## src/rtl/access_pkg.sv

```systemverilog
// Shared types for the password entry and access-control stages.
// Widths, state encoding and the word-packing helper live here.
package access_pkg;

    localparam int DIGIT_W = 4;
    localparam int PW_W    = 16;
    localparam int DATA_W  = 17;

    typedef enum logic [1:0] {
        IDLE    = 2'd0,
        COLLECT = 2'd1,
        LOAD    = 2'd2
    } entry_state_e;

    // Mode bit sits above the packed password word.
    function automatic logic [DATA_W-1:0] pack_entry(
        input logic            mode,
        input logic [PW_W-1:0] word
    );
        return {mode, word};
    endfunction

endpackage

```

## src/rtl/rise_edge_detect.sv

```systemverilog
// Registered rising-edge detector with a configurable reset level.
// A reset level of 1 suppresses a press for an input held through reset.
module rise_edge_detect #(
    parameter logic RST_VAL = 1'b1
) (
    input  logic clk,
    input  logic rst,
    input  logic sig_i,
    output logic rise_o
);

    logic sig_q;
    logic sig_d;

    // Next value of the delayed copy is simply the current input.
    always_comb begin
        sig_d = sig_i;
    end

    // Delay register, forced to RST_VAL while in reset.
    always_ff @(posedge clk) begin
        if (rst) begin
            sig_q <= RST_VAL;
        end else begin
            sig_q <= sig_d;
        end
    end

    assign rise_o = sig_i & ~sig_q;

endmodule

```

## src/rtl/password_entry.sv

```systemverilog
// Collects four keyed digits and emits {mode, word} with a one-cycle load.
// Optional inactivity abort is enabled by defining ENTRY_TIMEOUT_EN.
import access_pkg::*;

module password_entry #(
    parameter int NUM_DIGITS     = 4,
    parameter int TIMEOUT_CYCLES = 50000000
) (
    input  logic               clk,
    input  logic               rst,
    input  logic [DIGIT_W-1:0] _Digit_In,
    input  logic               _Enter,
    input  logic               _Clear,
    input  logic               _Mode,
    output logic [DATA_W-1:0]  _Data_Out,
    output logic               _Data_Out_Load,
    output logic [2:0]         _Digit_Count,
    output logic               _Busy,
    output logic               _Timeout
);

    localparam int          PRE_W    = PW_W - DIGIT_W;
    localparam logic [2:0]  LAST_CNT = 3'(NUM_DIGITS - 1);

    entry_state_e      state_q, state_d;
    logic [2:0]        count_q, count_d;
    logic [PRE_W-1:0]  prefix_q, prefix_d;
    logic              mode_q, mode_d;
    logic [DATA_W-1:0] data_out_q, data_out_d;
    logic              press;

    rise_edge_detect #(
        .RST_VAL (1'b1)
    ) u_enter_edge (
        .clk    (clk),
        .rst    (rst),
        .sig_i  (_Enter),
        .rise_o (press)
    );

`ifdef ENTRY_TIMEOUT_EN
    localparam int TW = (TIMEOUT_CYCLES > 1) ? $clog2(TIMEOUT_CYCLES) : 1;
    localparam logic [TW-1:0] TIMER_LAST = TW'(TIMEOUT_CYCLES - 1);

    logic [TW-1:0] timer_q, timer_d;
    logic          timeout_d;
`else
    logic unused_timeout_cfg;
    assign unused_timeout_cfg = |TIMEOUT_CYCLES;
`endif

    // Next-state logic: Clear beats any press; LOAD always completes.
    always_comb begin
        state_d    = state_q;
        count_d    = count_q;
        prefix_d   = prefix_q;
        mode_d     = mode_q;
        data_out_d = data_out_q;
`ifdef ENTRY_TIMEOUT_EN
        timer_d    = timer_q;
        timeout_d  = 1'b0;
`endif
        unique case (state_q)
            IDLE: begin
                if (_Clear) begin
                    count_d  = 3'd0;
                    prefix_d = '0;
                end else if (press) begin
                    state_d  = COLLECT;
                    count_d  = 3'd1;
                    prefix_d = PRE_W'(_Digit_In);
                    mode_d   = _Mode;
`ifdef ENTRY_TIMEOUT_EN
                    timer_d  = '0;
`endif
                end
            end
            COLLECT: begin
                if (_Clear) begin
                    state_d  = IDLE;
                    count_d  = 3'd0;
                    prefix_d = '0;
`ifdef ENTRY_TIMEOUT_EN
                    timer_d  = '0;
`endif
                end else if (press) begin
                    count_d  = count_q + 3'd1;
                    prefix_d = {prefix_q[PRE_W-DIGIT_W-1:0], _Digit_In};
`ifdef ENTRY_TIMEOUT_EN
                    timer_d  = '0;
`endif
                    if (count_q == LAST_CNT) begin
                        state_d    = LOAD;
                        data_out_d = pack_entry(mode_q, {prefix_q, _Digit_In});
                    end
                end else begin
`ifdef ENTRY_TIMEOUT_EN
                    if (timer_q == TIMER_LAST) begin
                        state_d   = IDLE;
                        count_d   = 3'd0;
                        prefix_d  = '0;
                        timer_d   = '0;
                        timeout_d = 1'b1;
                    end else begin
                        timer_d = timer_q + 1'b1;
                    end
`endif
                end
            end
            LOAD: begin
                state_d  = IDLE;
                count_d  = 3'd0;
                prefix_d = '0;
            end
            default: begin
                state_d  = IDLE;
                count_d  = 3'd0;
                prefix_d = '0;
            end
        endcase
    end

    // State and datapath registers.
    always_ff @(posedge clk) begin
        if (rst) begin
            state_q    <= IDLE;
            count_q    <= 3'd0;
            prefix_q   <= '0;
            mode_q     <= 1'b0;
            data_out_q <= '0;
        end else begin
            state_q    <= state_d;
            count_q    <= count_d;
            prefix_q   <= prefix_d;
            mode_q     <= mode_d;
            data_out_q <= data_out_d;
        end
    end

`ifdef ENTRY_TIMEOUT_EN
    // Inactivity timer, only meaningful while collecting.
    always_ff @(posedge clk) begin
        if (rst) begin
            timer_q <= '0;
        end else begin
            timer_q <= timer_d;
        end
    end

    assign _Timeout = timeout_d;
`else
    assign _Timeout = 1'b0;
`endif

    assign _Data_Out      = data_out_q;
    assign _Data_Out_Load = (state_q == LOAD);
    assign _Digit_Count   = count_q;
    assign _Busy          = (state_q != IDLE);

endmodule
```

## config.mk

```make
export PLATFORM = sky130hd
export DESIGN_NAME = password_entry
export DESIGN_NICKNAME = d
export VERILOG_FILES = /design/src/rtl/access_pkg.sv /design/src/rtl/rise_edge_detect.sv /design/src/rtl/password_entry.sv
export SDC_FILE = /design/constraint.sdc
export NUM_CORES = 1
export LEC_CHECK = 0
export BUFFER_PORTS_ARGS = -buffer_cell sky130_fd_sc_hd__buf_2
export CORE_MARGIN = 3
export CORE_UTILIZATION = 53
export DETAILED_ROUTE_END_ITERATION = 12
export GPL_ROUTABILITY_DRIVEN = 0
export GPL_TIMING_DRIVEN = 0
export PLACE_DENSITY_LB_ADDON = 0.08
export SLEW_MARGIN = 20
export SYNTH_ARGS = -nofsm -noshare
export SYNTH_HDL_FRONTEND = slang
export SYNTH_SLANG_ARGS = --single-unit
export TNS_END_PERCENT = 50
```

## constraint.sdc

```tcl
create_clock -name clk -period 1.55 [get_ports clk]
set_input_delay 0.31 -clock clk [delete_from_list [all_inputs] [get_ports clk]]
set_output_delay 0.31 -clock clk [all_outputs]
set_load 0.05 [all_outputs]
```

# == Yosys cells after proc, flatten, opt, wreduce, memory -nomap -nowiden ==
# Index checks and enable logic that the tools add are counted.
# op_classes
n_addsub,1
n_eq_ne,8
mux,16
n_bitwise,3
n_reduce_logical,6
# op_table
op,count
$mux W12,4
$pmux W12 S2,1
$mux W3,4
$mux W2,5
$ne A3 B3 Y1 const B,3
$reduce_and A4 Y1,2
$pmux W3 S2,1
$ne A2 B2 Y1 const B,2
$pmux W2 S2,1
$add A3 B1 Y3 const B,1
$eq A3 B2 Y1 const B,1
$reduce_and A3 Y1,1
$eq A2 B1 Y1 const B,1
$eq A2 B2 Y1 const B,1
$logic_not A2 Y1,1
$not A1 Y1,2
$reduce_and A2 Y1,1
$reduce_bool A2 Y1,1
$and A1 B1 Y1,1
# totals
register_bits,36
output_inout_bits,23
wordCells,40

# == Logic depth before layout (Yosys ltp) ==
# Gate-level depths: netlist of run 1.
# depth
word_depth,5
depth_mapped,6
depth_no_buf,4

# == Hierarchy ==
# From an unflattened synthesis of run 1, not the netlist that was laid out.
# unflattened
hier_cells,153
hier_area_um2,1515.2
# by_module_without_submodules
mod,instances,cells_per_inst,area_each_um2,seq_area_each_um2
password_entry,1,150,1482.7,700.7
rise_edge_detect,1,3,32.5,20.0

# == Worst setup path before layout of run 1 ==
# OpenSTA, ideal clock, no wires.
# synth_path
kind,register to register
startpoint,register count_q[0] (netlist: _Digit_Count[0])
endpoint,register data_out_q[10] (netlist: _Data_Out[10])
setup_time_ns,0.072
arrival_time_ns,1.617
required_time_ns,1.478
path_slack_ns,-0.139
stages_incl_launch_ff,7
period_less_slack_ns,1.689
cell_sequence,dfxtp_1 ha_1 ha_1 and3_1 buf_6 buf_8 mux2i_1
# synth_between
elab_chain_cells,2
# synth_rtl
element,line,source
"start, declared",password_entry.sv:26,"logic [2:0] count_q, count_d;"
"start signal, assigned",password_entry.sv:133,count_q <= count_d;
$eq A3 B2 Y1,password_entry.sv:92,if (count_q == LAST_CNT) begin
$reduce_and A4 Y1 (no line),-,
"end signal, assigned",password_entry.sv:136,data_out_q <= data_out_d;
"end, declared",password_entry.sv:29,"logic [DATA_W-1:0] data_out_q, data_out_d;"
# No other way between the ends.
# A chain may end at the register's enable or synchronous reset.

# == Final worst setup path of run 1 ==
# layout_path
startpoint,register state_q[0]
endpoint,output _Busy
# layout_between
elab_chain_cells,1
# layout_rtl
element,line,source
"start, declared",password_entry.sv:25,"entry_state_e state_q, state_d;"
"start signal, assigned",password_entry.sv:132,state_q <= state_d;
$reduce_bool A2 Y1,password_entry.sv:158,assign _Busy = (state_q != IDLE);
"end, declared",password_entry.sv:18,"output logic _Busy,"
# No other way between the ends.

==> metrics.md, run 1 <==
| Metric | Value |
|---|---|
| Final Max Tran Viols | 0 |
| Worst-skew pair later-pin latency | about 0.34 ns |
| Netlist cell types | 26 |
| Tmin final | between 1 and 1.5 ns |
| Avg Inst Size Synth | 9.31 um^2 |
| Via density | around 5.3 |
| Min-Delay Path Depth | 2 |
| Post-Layout Cell Count | approximately 240 |
| Top_reg_cell synth | dfxtp_1 |
| Setup Total Neg Slack | 0 ns |
| CP Data Required Time | 1.24 ns |
| ANT cells | 0 |
| CP Data Arrival Time | approximately 1.2 ns |
| Hold endpoint | u_enter_edge.sig_q$_SDFF_PP1_ |
| Synth warn | 0 |
| Placed Cells | ~230 |
| Post-DP HPWL | approximately 2300 um |
| Drt drc | 0 |
| Top delay family on crit path | flip-flops |
| H-tree Lvls | 2 |
| Leading area contributor after synthesis | dfxtp_1 |
| Most common cell after layout, fill and taps aside | nand2b_1 |
| Slowest stage delay, CP | 0.38 ns |
| Clock transition at the registers of the reported paths | between 0.1 and 0.15 ns |
| Cell row count | 18 |
| Max Freq | 669 MHz |
| Total of max-cap violations | 0 |
| Antenna violations before repair | 0 |
| Final Core Density | 71.2% |
| Reg-to-reg slack, setup | roughly 0.09 ns |
| Final hold violations | 0 |
| DIE WIDTH | ~60 um |
| Proportion of layout cells with a drive suffix above 1 | a little over a quarter |
| Ranking of synthesized cells by area | dfxtp_1 47%, nand2b_1 14%, mux2i_1 11%, nand3_1 6.2%, a21oi_1 4.9% |
| CTS tree | yes |
| Reg-to-reg critical path endpoint | _Data_Out[2]$_SDFFE_PP0P_ |
| Leakage Power | between 0.7 and 0.8 nW |
| Max Root-Sink Buffers | 2 |
| Global Route Usage Sum | around a fifth |
| Total core area | ~2600 um^2 |
| Hold Path Class | in -> reg |
| Met2 Routed Length | about 1600 um |
| # port buffers | 30 |
| CP cell instances | or2_2 -> buf_6 |
| R2R Path Start | _Digit_Count[0]$_SDFFE_PP0P_ |
| Number of synthesized flops with an enable pin | 0 |
| Uppermost routed layer | met4 |
| Async SR Flop Fraction | 0% |
| Total gr overflow | 0 |
| Setup-failing EPs final | 0 |
| CP Buf/Inv Count | 1 |
| Maximum vdd drop | ~860 uV |
| CP max FO | 8 |
| Most frequent cells in the layout | 35 x nand2b_1, 32 x buf_2, 31 x dfxtp_1, 19 x nand3_1, 17 x mux2i_1 |
| DRT antenna net count | 0 |
| Ports | 32 |
| Number of synthesized register bits | 36 |
| Pre-antenna DRT Iters | 4 |
| Post-Syn Nets | 176 |
| Clock buffer count from CTS | 5 |
| Power Density | about 950 nW/um^2 |
| Area grow syn2layout | 21.0% |
| Crit path max-delay cell type | dfxtp_4 |
| Crit share post-route | between 90% and 100% |
| Top-area cell type share of the netlist area | 46.9% |
| RSZ-0062 raised after global routing | no |
| Synthesized cell area | between 1500 and 2000 um^2 |
| Status | finished, final reports clean |
| Worst Setup Path Type | reg -> out |
| Startpoint types | register |
| Wirelength per Cell | approximately 13 um |
| Clock Sinks | 36 |
| Largest net degree at the start of global routing | 12 |
| Met3 WL | between 150 and 200 um |
| Mapped Cells | approximately 170 |
| Filler instances | between 200 and 250 |
| Fin nets | approximately 220 |
| First-pass GRT wire length | ~5200 um |
| Die Footprint | between 3000 and 4000 um^2 |
| Detailed Route Iter0 Violations | 37 |
| Hold Startpoint | _Enter |
| Number of global-route vias before repair | roughly 1,200 |
| Reg2reg path depth | 6 |
| CP endpoint kind | output pin |
| Total power | 1.76 mW |
| Crit path launch | state_q[0]$_SDFFE_PP0P_ |
| Die extent in y | 59.8 um |
| Starting Density | 58.8% |
| Final WL | approximately 3200 um |
| Met1 Routed Length | 1370 um |
| Vias | between 1,000 and 1,500 |
| Sequential area share after synthesis | 46.9% |
| Root buf cell | clkbuf_4 |
| Clock skew | between 0.009 and 0.01 ns |
[power by group]
part           internal [mW]  leakage [nW]  switching, mW
clock                  0.428        0.0515          0.308
combinational         0.0375         0.391         0.0566
sequential             0.928         0.293        0.00381
[logic make-up (layout without fill, tap and decap cells)]
family                     count (synthesis)  after routing  synth area share [%]
muxes                                     17             17                  11.1
other                                      1              1                 0.244
buffers and inverters                     15             56                  5.46
adders and majority gates                  2              2                  1.63
AOI/OAI and AO/OA                         18             18                  6.35
DFF                                       36             36                  46.9
and+or+nand+nor                           76             76                  28.3
[Yosys cell counts, types with 2 or more instances]
cell / n
nand2b_1: 35
nor2_1: 2
ha_1: 2
mux2i_1: 17
nand2_1: 8
or2_2: 2
clkbuf_1: 7
and3_1: 2
dfxtp_1: 36
a21oi_1: 15
buf_2: 4
nand3_1: 19
nor2b_1: 3
[state kept, by name, indices dropped and copies added (netlist names)]
signal	cells
_Data_Out	17
_Digit_Count	3
mode_q	1
prefix_q	12
state_q	2
u_enter_edge.sig_q	1
[metrics by stage]
step                setup WS, ns  area (um^2)  hold WS (ns)
floorplan                 0.0572         1540         0.417
global placement          0.0384         1730         0.455
detailed placement        0.0352         1730         0.459
CTS                      0.00719         1820         0.165
global route              0.0120         1860         0.180
finish                    0.0558         1860         0.176
[how the worst max path moves through the flow]
stage	slack, ns	end	cells after the start
after floorplan	0.06	_Data_Out[10]$_SDFFE_PP0P_	6
after global placement	0.04	mode_q$_SDFFE_PP0P_	5
after detailed placement	0.04	mode_q$_SDFFE_PP0P_	5
after CTS	0.007	_Data_Out_Load	2
after global routing	0.01	_Busy	2
final	0.06	_Busy	2
[layer usage]
| metal | vias up | GRT usage, % |
|---|---|---|
| li1 | 632 | - |
| met2 | 31 | 33.8 |
| met4 | 0 | 7.28 |
| met1 | 591 | 22.7 |
| met3 | 5 | 5.83 |
| met5 | - | 0 |
[what timing repair did]
action                     CTS  global route
hold buffers                 0             0
pin swaps                    0             0
resized for setup            1             6
buffers inserted             0             3
setup endpoints to repair    1            12
hold endpoints to repair     0             0
[final cells by class]
cell class	instances	area, um^2	area share, %
clock inverters	1	30.0	1.62
repair buffers	33	181	9.76
clock buffers	7	65.1	3.50
flip-flops and latches	36	729	39.2
well taps	30	37.5	2.02
multi-input cells	114	732	39.4
plain buffers	14	80.1	4.31
inverters	1	3.75	0.202
(Power assumes the default switching activity.)
==> inputs of run 2 (changes only) <==
BUFFER_PORTS_ARGS = -buffer_cell sky130_fd_sc_hd__buf_4   (was -buffer_cell sky130_fd_sc_hd__buf_2)
CAP_MARGIN = 40   (was not set)
==> run 2 against run 1 <==
Fmax rose by 1.0%. Clock-buffer cell count rose by 1. Clock skew fell by 0.0052 ns. Critical path type unchanged. Highest routed layer unchanged. Cell area rose by 2.2%. Via count barely moved. Non-clock buffer count rose by 1. Power fell by 12%.
==> metrics.md, run 2 (synthesized netlist as in run 1, its figures left out) <==
| Metric | Value |
|---|---|
| Status | finished, final reports clean |
| Worst Setup Path Type | reg -> out |
| DRT antenna net count | 0 |
| Worst-skew pair later-pin latency | 0.33 ns |
| RSZ-0062 raised after global routing | no |
| Startpoint types | register |
| Total of max-cap violations | 0 |
| DIE WIDTH | around 60 um |
| Max Root-Sink Buffers | 2 |
| Ports | 32 |
| Most frequent cells in the layout | 35 x nand2b_1, 34 x buf_4, 32 x dfxtp_1, 19 x nand3_1, 17 x mux2i_1 |
| CP Data Arrival Time | around 1.2 ns |
| Final Max Tran Viols | 0 |
| PnR worst setup slack | 0.0709 ns |
| Number of global-route vias before repair | 1,235 |
| Clock skew | around 0.0042 ns |
| CP cell instances | or2_2 -> buf_6 |
| Global Route Usage Sum | around a fifth |
| Clock transition at the registers of the reported paths | 0.10 ns |
| Via density | between 5 and 6 |
| DP Area | between 1500 and 2000 um^2 |
| Proportion of layout cells with a drive suffix above 1 | 26.1% |
| Tmin final | 1.48 ns |
| Root buf cell | clkbuf_4 |
| Clock Sinks | 36 |
| Die Footprint | ~3600 um^2 |
| Setup Total Neg Slack | 0 ns |
| Wirelength per Cell | about 13 um |
| Max Freq | 676 MHz |
| Leakage Power | a little over 0.7 nW |
| Pre-antenna DRT Iters | 4 |
| Crit share post-route | between 90% and 100% |
| CP Buf/Inv Count | 1 |
| H-tree Lvls | 2 |
| Hold Path Class | in -> reg |
| Power Density | 815 nW/um^2 |
| Design area | between 1500 and 2000 um^2 |
| Reg-to-reg slack, setup | roughly 0.16 ns |
| Antenna violations before repair | 0 |
| Maximum vdd drop | 729 uV |
| Top delay family on crit path | flip-flops |
| # port buffers | 30 |
| Area grow syn2layout | 23.6% |
| Largest net degree at the start of global routing | 11 |
| CP endpoint kind | output pin |
| Setup-failing EPs final | 0 |
| Total gr overflow | 0 |
| R2R Path Start | _Digit_Count[0]$_SDFFE_PP0P_ |
| Clock buffer count from CTS | 5 |
| Cell row count | 18 |
| Most common cell after layout, fill and taps aside | nand2b_1 |
| Final hold violations | 0 |
| Slowest stage delay, CP | about 0.38 ns |
| Die extent in y | 59.8 um |
| Drt drc | 0 |
| Crit path max-delay cell type | dfxtp_4 |
| Total core area | 2610 um^2 |
| Starting Density | a little under 60% |
| Fin nets | roughly 220 |
| Max reg flops | 17 |
| First-pass GRT wire length | roughly 5400 um |
| ANT cells | 0 |
| CTS Hold Bufs | 0 |
| Post-DP HPWL | 2230 um |
| Pre-CTS setup slack | between 0.04 and 0.05 ns |
| Hold Startpoint | _Enter |
| Vias | roughly 1,300 |
| CP max FO | 8 |
| CP Data Required Time | roughly 1.2 ns |
| Detailed Route Iter0 Violations | 36 |
| Final WL | 3090 um |
| CTS tree | yes |
| Crit path launch | state_q[0]$_SDFFE_PP0P_ |
## run 2: through the flow
step           utilization (%)  hold WS [ns]  std cells  total power [mW]
3_5_place_dp              69.0         0.460        225              1.05
2_1_floorplan                -         0.417        165              1.02
5_1_grt                   72.7         0.165        237              1.61
4_1_cts                   71.3         0.162        233              1.56
6_report                  72.7         0.176        237              1.55
3_3_place_gp              69.0         0.456        225              1.05
## run 2: path summary, 6_finish.rpt
check	end	cells past startpoint
worst min-delay path	u_enter_edge.sig_q$_SDFF_PP1_	2
worst max register to register	_Data_Out[5]$_SDFFE_PP0P_	6
worst min register to register	mode_q$_SDFFE_PP0P_	2
worst max-delay path	_Busy	2
## run 2: final cells by class
class,instances,area (um^2)
Sequential cell,36,728
Inverter,1,3.75
Clock buffer,8,58.8
Tap cell,30,37.5
Buffer,14,80.1
Multi-Input combinational cell,114,732
Timing Repair Buffer,34,259
Fill cell,216,713
## run 2: where the power goes
group | switching [mW] | internal, mW | total, mW | leakage [nW]
clock network | 0.291 | 0.224 | 0.515 | 0.0326
registers | 0.00365 | 0.928 | 0.931 | 0.293
logic | 0.0578 | 0.0435 | 0.101 | 0.401
total | 0.352 | 1.20 | 1.55 | 0.726
## run 2: what timing repair did
item	in CTS	in global routing
buffers inserted	0	4
endpoints found under the setup margin	0	11
resized for setup	0	3
## run 2: routing by layer
| metal | vias to the layer above | share of wire, % | track usage (%) |
|---|---|---|---|
| met3 | 7 | 4.8 | 6.26 |
| met2 | 26 | 49 | 33.2 |
| li1 | 631 | - | - |
| met5 | - | 0 | 0 |
| met1 | 596 | 45 | 24.0 |
| met4 | 0 | 1.5 | 6.65 |
## run 2: worst reg2reg max path, cell delays in order, from the launching register on
cell and delay (ns):
dfxtp_2 0.35, ha_1 0.20, ha_1 0.19, and3_1 0.16, buf_6 0.13, buf_4 0.15
mux2i_1 0.11
